[config.mk]
export PLATFORM = sky130hd
export DESIGN_NAME = plu_seq_cnt
export DESIGN_NICKNAME = d
export VERILOG_FILES = /design/src/rtl/plu_pkg.sv /design/src/rtl/plu_seq_stage_dec.sv /design/src/rtl/plu_seq_cnt.sv
export SDC_FILE = /design/constraint.sdc
export NUM_CORES = 1
export LEC_CHECK = 0
export CAP_MARGIN = 20
export CORE_ASPECT_RATIO = 0.9
export CORE_UTILIZATION = 40
export CTS_BUF_LIST = sky130_fd_sc_hd__clkbuf_2
export DETAILED_ROUTE_END_ITERATION = 16
export GPL_ROUTABILITY_DRIVEN = 0
export HOLD_SLACK_MARGIN = 0.15
export PLACE_DENSITY = 0.6
export SYNTH_ARGS = -nofsm -noshare
export SYNTH_HDL_FRONTEND = slang
export SYNTH_SLANG_ARGS = --single-unit
[constraint.sdc]
create_clock -name clk -period 5.5 [get_ports clk]
set_input_delay 1.375 -clock clk [delete_from_list [all_inputs] [get_ports clk]]
set_output_delay 1.375 -clock clk [all_outputs]
set_load 0.1 [all_outputs]
[src/rtl/plu_pkg.sv]
// Shared definitions for the PLU sequencer: state encoding and its width.
package plu_pkg;

    localparam int PLU_STATE_W = 3;

    typedef enum logic [PLU_STATE_W-1:0] {
        ST_IDLE     = 3'd0,
        ST_LOAD     = 3'd1,
        ST_STAGE    = 3'd2,
        ST_CHECK    = 3'd3,
        ST_FEEDBACK = 3'd4,
        ST_DONE     = 3'd5
    } plu_state_e;

endpackage : plu_pkg

[src/rtl/plu_seq_stage_dec.sv]
// Stage index decoder: turns the active stage index plus a STAGE-valid flag
// into a one-hot stage write-enable vector (all zero when not valid).
module plu_seq_stage_dec #(
    parameter int NUM_STAGES = 3,
    parameter int IDX_W      = 2
) (
    input  logic [IDX_W-1:0]      stage_idx_i,
    input  logic                  stage_vld_i,
    output logic [NUM_STAGES-1:0] stage_we_o
);

    // One-hot decode of the stage index, gated by the valid flag
    always_comb begin
        stage_we_o = '0;
        for (int unsigned i = 0; i < int'(NUM_STAGES); i++) begin
            stage_we_o[i] = stage_vld_i && (stage_idx_i == IDX_W'(i));
        end
    end

endmodule : plu_seq_stage_dec

[src/rtl/plu_seq_cnt.sv]
// PLU iteration sequencer: LOAD, NUM_STAGES compute stages, CHECK, then either
// FEEDBACK for another pass or DONE on convergence / iteration limit.
// All outputs are registered and equal a Moore decode of the current state.
module plu_seq_cnt
    import plu_pkg::*;
#(
    parameter int NUM_STAGES = 3,
    parameter int ITER_W     = 8
) (
    input  logic                  clk,
    input  logic                  rst,
    input  logic                  start,
    input  logic [ITER_W-1:0]     iter_max,
    input  logic                  converged,
    output logic                  load_we,
    output logic [NUM_STAGES-1:0] stage_we,
    output logic                  fb_we,
    output logic                  busy,
    output logic                  done,
    output logic                  timeout,
    output logic [ITER_W-1:0]     iter_cnt
);

    localparam int K_W = (NUM_STAGES > 1) ? $clog2(NUM_STAGES) : 1;
    localparam logic [K_W-1:0] K_LAST = K_W'(NUM_STAGES - 1);

    plu_state_e              state_q, state_d;
    logic [K_W-1:0]          k_q, k_d;
    logic [ITER_W-1:0]       limit_q, limit_d;
    logic [ITER_W-1:0]       cnt_q, cnt_d;
    logic                    timeout_q, timeout_d;
    logic                    load_we_q, fb_we_q, busy_q, done_q;
    logic [NUM_STAGES-1:0]   stage_we_q, stage_we_d;
    logic [ITER_W:0]         cnt_next_wide;
    logic [ITER_W-1:0]       cnt_sat_inc;

    // Unclamped next count for the limit test, saturating next count for storage
    assign cnt_next_wide = {1'b0, cnt_q} + {{ITER_W{1'b0}}, 1'b1};
    assign cnt_sat_inc   = (cnt_q == '1) ? cnt_q : cnt_next_wide[ITER_W-1:0];

    // Next-state, stage index, iteration bookkeeping
    always_comb begin
        state_d   = state_q;
        k_d       = k_q;
        limit_d   = limit_q;
        cnt_d     = cnt_q;
        timeout_d = timeout_q;
        unique case (state_q)
            ST_IDLE: begin
                if (start) begin
                    state_d   = ST_LOAD;
                    // A limit of 0 behaves as a single pass
                    limit_d   = (iter_max == '0) ? {{(ITER_W-1){1'b0}}, 1'b1} : iter_max;
                    // Cleared on accept so they already read 0 during LOAD
                    cnt_d     = '0;
                    timeout_d = 1'b0;
                end
            end
            ST_LOAD: begin
                state_d = ST_STAGE;
                k_d     = '0;
            end
            ST_STAGE: begin
                if (k_q == K_LAST) begin
                    state_d = ST_CHECK;
                end else begin
                    k_d = k_q + 1'b1;
                end
            end
            ST_CHECK: begin
                cnt_d = cnt_sat_inc;
                if (converged) begin
                    state_d   = ST_DONE;
                    timeout_d = 1'b0;
                end else if (cnt_next_wide >= {1'b0, limit_q}) begin
                    state_d   = ST_DONE;
                    timeout_d = 1'b1;
                end else begin
                    state_d = ST_FEEDBACK;
                end
            end
            ST_FEEDBACK: begin
                state_d = ST_STAGE;
                k_d     = '0;
            end
            ST_DONE: begin
                state_d = ST_IDLE;
            end
            default: begin
                state_d = ST_IDLE;
            end
        endcase
    end

    plu_seq_stage_dec #(
        .NUM_STAGES (NUM_STAGES),
        .IDX_W      (K_W)
    ) u_stage_dec (
        .stage_idx_i (k_d),
        .stage_vld_i (state_d == ST_STAGE),
        .stage_we_o  (stage_we_d)
    );

    // State and registered outputs; outputs are decoded from the next state so
    // they line up with the state they describe
    always_ff @(posedge clk or posedge rst) begin
        if (rst) begin
            state_q    <= ST_IDLE;
            k_q        <= '0;
            limit_q    <= '0;
            cnt_q      <= '0;
            timeout_q  <= 1'b0;
            load_we_q  <= 1'b0;
            stage_we_q <= '0;
            fb_we_q    <= 1'b0;
            busy_q     <= 1'b0;
            done_q     <= 1'b0;
        end else begin
            state_q    <= state_d;
            k_q        <= k_d;
            limit_q    <= limit_d;
            cnt_q      <= cnt_d;
            timeout_q  <= timeout_d;
            load_we_q  <= (state_d == ST_LOAD);
            stage_we_q <= stage_we_d;
            fb_we_q    <= (state_d == ST_FEEDBACK);
            busy_q     <= (state_d != ST_IDLE);
            done_q     <= (state_d == ST_DONE);
        end
    end

    assign load_we  = load_we_q;
    assign stage_we = stage_we_q;
    assign fb_we    = fb_we_q;
    assign busy     = busy_q;
    assign done     = done_q;
    assign timeout  = timeout_q;
    assign iter_cnt = cnt_q;

endmodule : plu_seq_cnt

Word-level counts from Yosys, hierarchy flattened:

Cells that the tools add are included.

* logic and storage cells: 55
* memories kept: 0
* register bits after elaboration: 29
* input port bits: 12
* output and inout bits: 16
* RAM bits: 0
* bits in latches: 0
* ROM bits: 0

* $add $sub $neg: 2
* bitwise operators: 0
* $lt $le $gt $ge: 1
* shifts and indexed selects: 0
* equality and inequality tests: 15
* reduce and logical (&&, ||, !) cells: 12
* mux-type cells: 15
* divide/modulo/power cells: 0
* multiply operators: 0

Operators with widths (count)
* $mux 8: 3
* $pmux 8 s2: 1
* $pmux 3 s4: 1
* $add 8x1->9 const B: 1
* $eq 3x2->1 const B: 3
* $eq 3x3->1 const B: 3
* $ge 9x8->1: 1
* $eq 8x8->1 const B: 1
* $logic_not 8->1: 1
* $eq 3x1->1 const B: 2
* $mux 3: 2
* $reduce_and 3->1: 2
* $mux 1: 5
* $eq 2x2->1 const B: 2
* $ne 2x2->1 const B: 2
* $pmux 2 s2: 1
* $logic_and 1x1->1: 3
* $logic_not 3->1: 1
* $ne 3x3->1 const B: 1
* $reduce_bool 3->1: 1
* $add 2x1->2 const B: 1
* $eq 2x1->1 const B: 1
* $logic_not 2->1: 1
* $mux 2: 1
* other kinds (4): 4

Depth between registers and ports, before layout:

* depth in word-level cells: 7
* gate-level depth with buffers: 10
* mapped depth without buffers: 10

Cells and area by module:

From an unflattened synthesis, not the netlist that was laid out.

* cell total of the unflattened synthesis: 149
* area, all modules: 1555.2 sq um

Modules (own cells, without submodules)
* plu_seq_cnt: cells each 146, sequential area each 725.7 sq um, instances 1, area an instance 1525.2 sq um
* plu_seq_stage_dec: cells each 3, sequential area each 0.0 sq um, instances 1, area an instance 30.0 sq um

Least setup slack after synthesis:

Ideal clock, no wire load.

* path kind: reg2reg
* from: reg cnt_q[3] (netlist: iter_cnt[3])
* to: reg timeout_q (netlist: timeout)
* buffers on the path: 0
* slack: 2.508 ns
* cell stages (with the launch flop): 11
* clock period less this slack: 2.992 ns
* arrival time: 2.913 ns
* setup time: 0.080 ns
* data required time: 5.420 ns
* path through: dfrtp_1 > and3_1 > and3_2 > nand3_1 > xnor2_1 > ha_1 > a211oi_1 > nand2_1 > a31o_2 > a21oi_4 > mux2i_1

* cells in the longest elaborated chain, start to end: 4

RTL lines
* from (decl): RTL line plu_seq_cnt.sv:30 `logic [ITER_W-1:0] cnt_q, cnt_d;`
* from (signal assigned): RTL line plu_seq_cnt.sv:122 `cnt_q <= cnt_d;`
* $add 8x1->9: RTL line plu_seq_cnt.sv:38 `assign cnt_next_wide = {1'b0, cnt_q} + {{ITER_W{1'b0}}, 1'b1};`
* $ge 9x8->1: RTL line plu_seq_cnt.sv:75 `end else if (cnt_next_wide >= {1'b0, limit_q}) begin`
* $ne 3x3->1 (no line)
* $reduce_and 3->1 (no line)
* to (signal assigned): RTL line plu_seq_cnt.sv:123 `timeout_q <= timeout_d;`
* to (decl): RTL line plu_seq_cnt.sv:31 `logic timeout_q, timeout_d;`

Every way passes these cells.
A chain may end at the register's enable or synchronous reset.

Worst setup path in the final report:

* from: reg cnt_q[0] (netlist: iter_cnt[0])
* to: out iter_cnt[0]

RTL lines
* to (decl): RTL line plu_seq_cnt.sv:21 `output logic [ITER_W-1:0] iter_cnt`

No word-level cell between the ends.

==> results.cfg <==
[drt]
wl_um = 3063
drt_pass1_iterations = 4
drtAntennaViolNets = 0
via_count = 1140
post-route-drc-count = 0
wl_per_cell_um = 13.43
viasPerCell = 5.000
drtIter0Drc = 44

[sta]
timing.fmax_ghz = 0.2949
fin_setup_tns_ps = 0
rsz0062_at_grt = false
whs_ps = 544.5
finalMaxSlewViolations = 0
relSlewSlack = 0.3524
post-route-period-util = 0.6165
skew_ps = 21.16
tightest_slew_ps = 968.4
setup_viol = 0
post-route-min-period_ps = 3391
hold_viol_final = 0

[setup_path]
cp_num_cells = 1
end_kind = output pin
r2r_end = timeout
critical_path_buf_inv_count = 1
cp-start-kind = flip-flop
cp_top_family = buffers and inverters
rr_worst_depth = 10
path_cells = clkdlybuf4s50_1
slowest_delay_ps = 1170
slowest_stage = clkdlybuf4s50_1
crit_arrival_ps = 2020
r2r_setup_slack_ps = 2870
crit_type = flip-flop to output pin
rr_startpoint = iter_cnt[2]
required_ps = 4120
crit_path_max_fanout = 7

[cts]
clk_latency_ps = 380
clkSinkCount = 29
hold_buffers = 0
postCtsSetupRepairBufs = 0
ctsResizeCount = 0
root_buffer = clkbuf_2
cts_buffers = 5
clockBufferDepth = 2
path_clk_slew_ps = 180
cts_tree = yes
htreeDepth = 2

[die]
die_w_um = 67.31
rows = 20
core-area_um2 = 3528
initial_core_util = 0.4351
fp.dieH_um = 60.78
io_pins = 28
die_area_um2 = 4090

[logic_synthesis]
synth_cell_type_count = 38
ys_seq_area_frac = 0.4727
post_synth.cell_area_avg_um2 = 10.10
yosysWarnings = 0
synth_edf_count = 0
synth-seq-cells = 29
synth.most_common_cell = dfrtp_1
synthCells = 152
synth_top_area_frac = 0.4727
synth_area_um2 = 1535
synth_common_cells = dfrtp_1, nand2_1, inv_1
yosysTopAreaCell = dfrtp_1
async_flop_share = 1.000
yosys-top-cells-area = dfrtp_1, ha_1, nand2_1
synth_ff_type = dfrtp_1
synth_nets = 175

[final_layout]
n_antenna_cell = 0
stdcell_count = 228
fin_area_um2 = 1923
syn2layout_area_growth_pct = 25.26
final_nets = 206
fill_cells = 318
layout-drive-gt1-share = 0.09783

[run_status]
outcome = complete, no violations

[global_route]
track_usage = 0.1777
grt_max_degree = 21
grt_overflow = 0
grt_pass1_wl_um = 5154
grt_pass1_vias = 1114
antenna_found_initial = 0

[placed_design]
place_area_um2 = 1859
dp_cells = 220
portBuffers = 27
hpwlAfterDp_um = 2252

[power]
finalPower_uw = 1039
worst_ir_drop_vdd_uv = 297.7
cellPowerDensity_nw_per_um2 = 540.5
leakagePower_uw = 0.0009257

[min_path]
hold_depth = 2
min-delay-start = limit_q[0]
min_to = limit_q[0]
hold_path_class = flip-flop to flip-flop

[flow_run]
cap_viol_max_count = 0
-- layer usage --
metal  up-vias  share of wire  global-route usage
met2        22           0.42              0.2557
met5         -              0                   0
met1       534           0.52              0.2435
li1        577              -                   -
met3         7          0.037             0.04511
met4         0          0.020              0.1003
-- cell families (layout without fill, tap and decap cells) --
group	count (synthesis)	count (layout)	share of synthesized area
adder cells (fa/ha/maj)	11	11	0.08965
XOR/XNOR	7	7	0.03994
AO/OA/AOI/OAI	26	26	0.1223
AND/OR/NAND/NOR	56	56	0.1866
flip-flops	29	29	0.4727
buffers and inverters	18	50	0.05298
multiplexers	5	5	0.03586
-- area by class of cell --
type	count	area (um2)	share of cell area
multi-input combinational	105	728.2	0.3787
sequential	29	725.7	0.3774
timing repair buffer	28	297.8	0.1548
tap	44	55.05	0.02863
inverter	14	52.55	0.02733
clock inverter	2	33.78	0.01757
clock buffer	6	30.03	0.01561
-- registers in the layout (all words and copies together), names as in the netlist --
signal and flops:
k_q 2, busy 1, done 1, iter_cnt 8, stage_we 3, load_we 1, state_q 3, limit_q 8
fb_we 1, timeout 1
-- worst register-to-register path: stages, from the launching register on --
cell and delay (ps):
dfrtp_1 460, and3_1 210, and3_2 210, nand3_1 90, xnor2_1 290, ha_1 320
a211oi_1 270, nand2_1 130, a31o_2 250, a21oi_4 150, mux2i_1 190
-- how the worst max path moves through the flow --
stage	slack, ps	to	startpoint
global placement	2530	iter_cnt[6]	iter_cnt[6]
floorplan	2510	timeout	iter_cnt[3]
finish	2110	iter_cnt[0]	iter_cnt[0]
detailed placement	2530	iter_cnt[0]	iter_cnt[0]
global route	2040	iter_cnt[0]	iter_cnt[0]
CTS	2090	iter_cnt[0]	iter_cnt[0]
-- metrics by stage --
step / utilization / worst slack [ps]
floorplan: - / 2508
global placement: 0.5191 / 2533
detailed placement: 0.5270 / 2534
CTS: 0.5450 / 2091
global route: 0.5450 / 2038
finish: 0.5450 / 2109
-- cell usage in the layout, fill, tap and decap left out, drive strengths merged --
cell type / n
a211o: 1
a211oi: 3
a21oi: 4
a22o: 2
a31o: 2
and2: 1
and2b: 1
and3: 4
buf: 1
bufinv: 1
clkbuf: 6
clkdlybuf4s50: 27
clkinv: 1
dfrtp: 29
ha: 11
inv: 14
mux2: 1
mux2i: 4
nand2: 19
nand2b: 8
nand3: 11
nor2: 6
nor3: 2
nor3b: 2
nor4: 1
o211ai: 1
o21ai: 12
o32ai: 1
or2: 1
xnor2: 4
xor2: 3
-- power breakdown --
group	total [uW]	internal [uW]	switching [uW]
logic	546	174	372
registers	335	283	51.9
clock network	158	77.6	80.4
total	1040	535	504
Power figures use the tool's default switching activity.
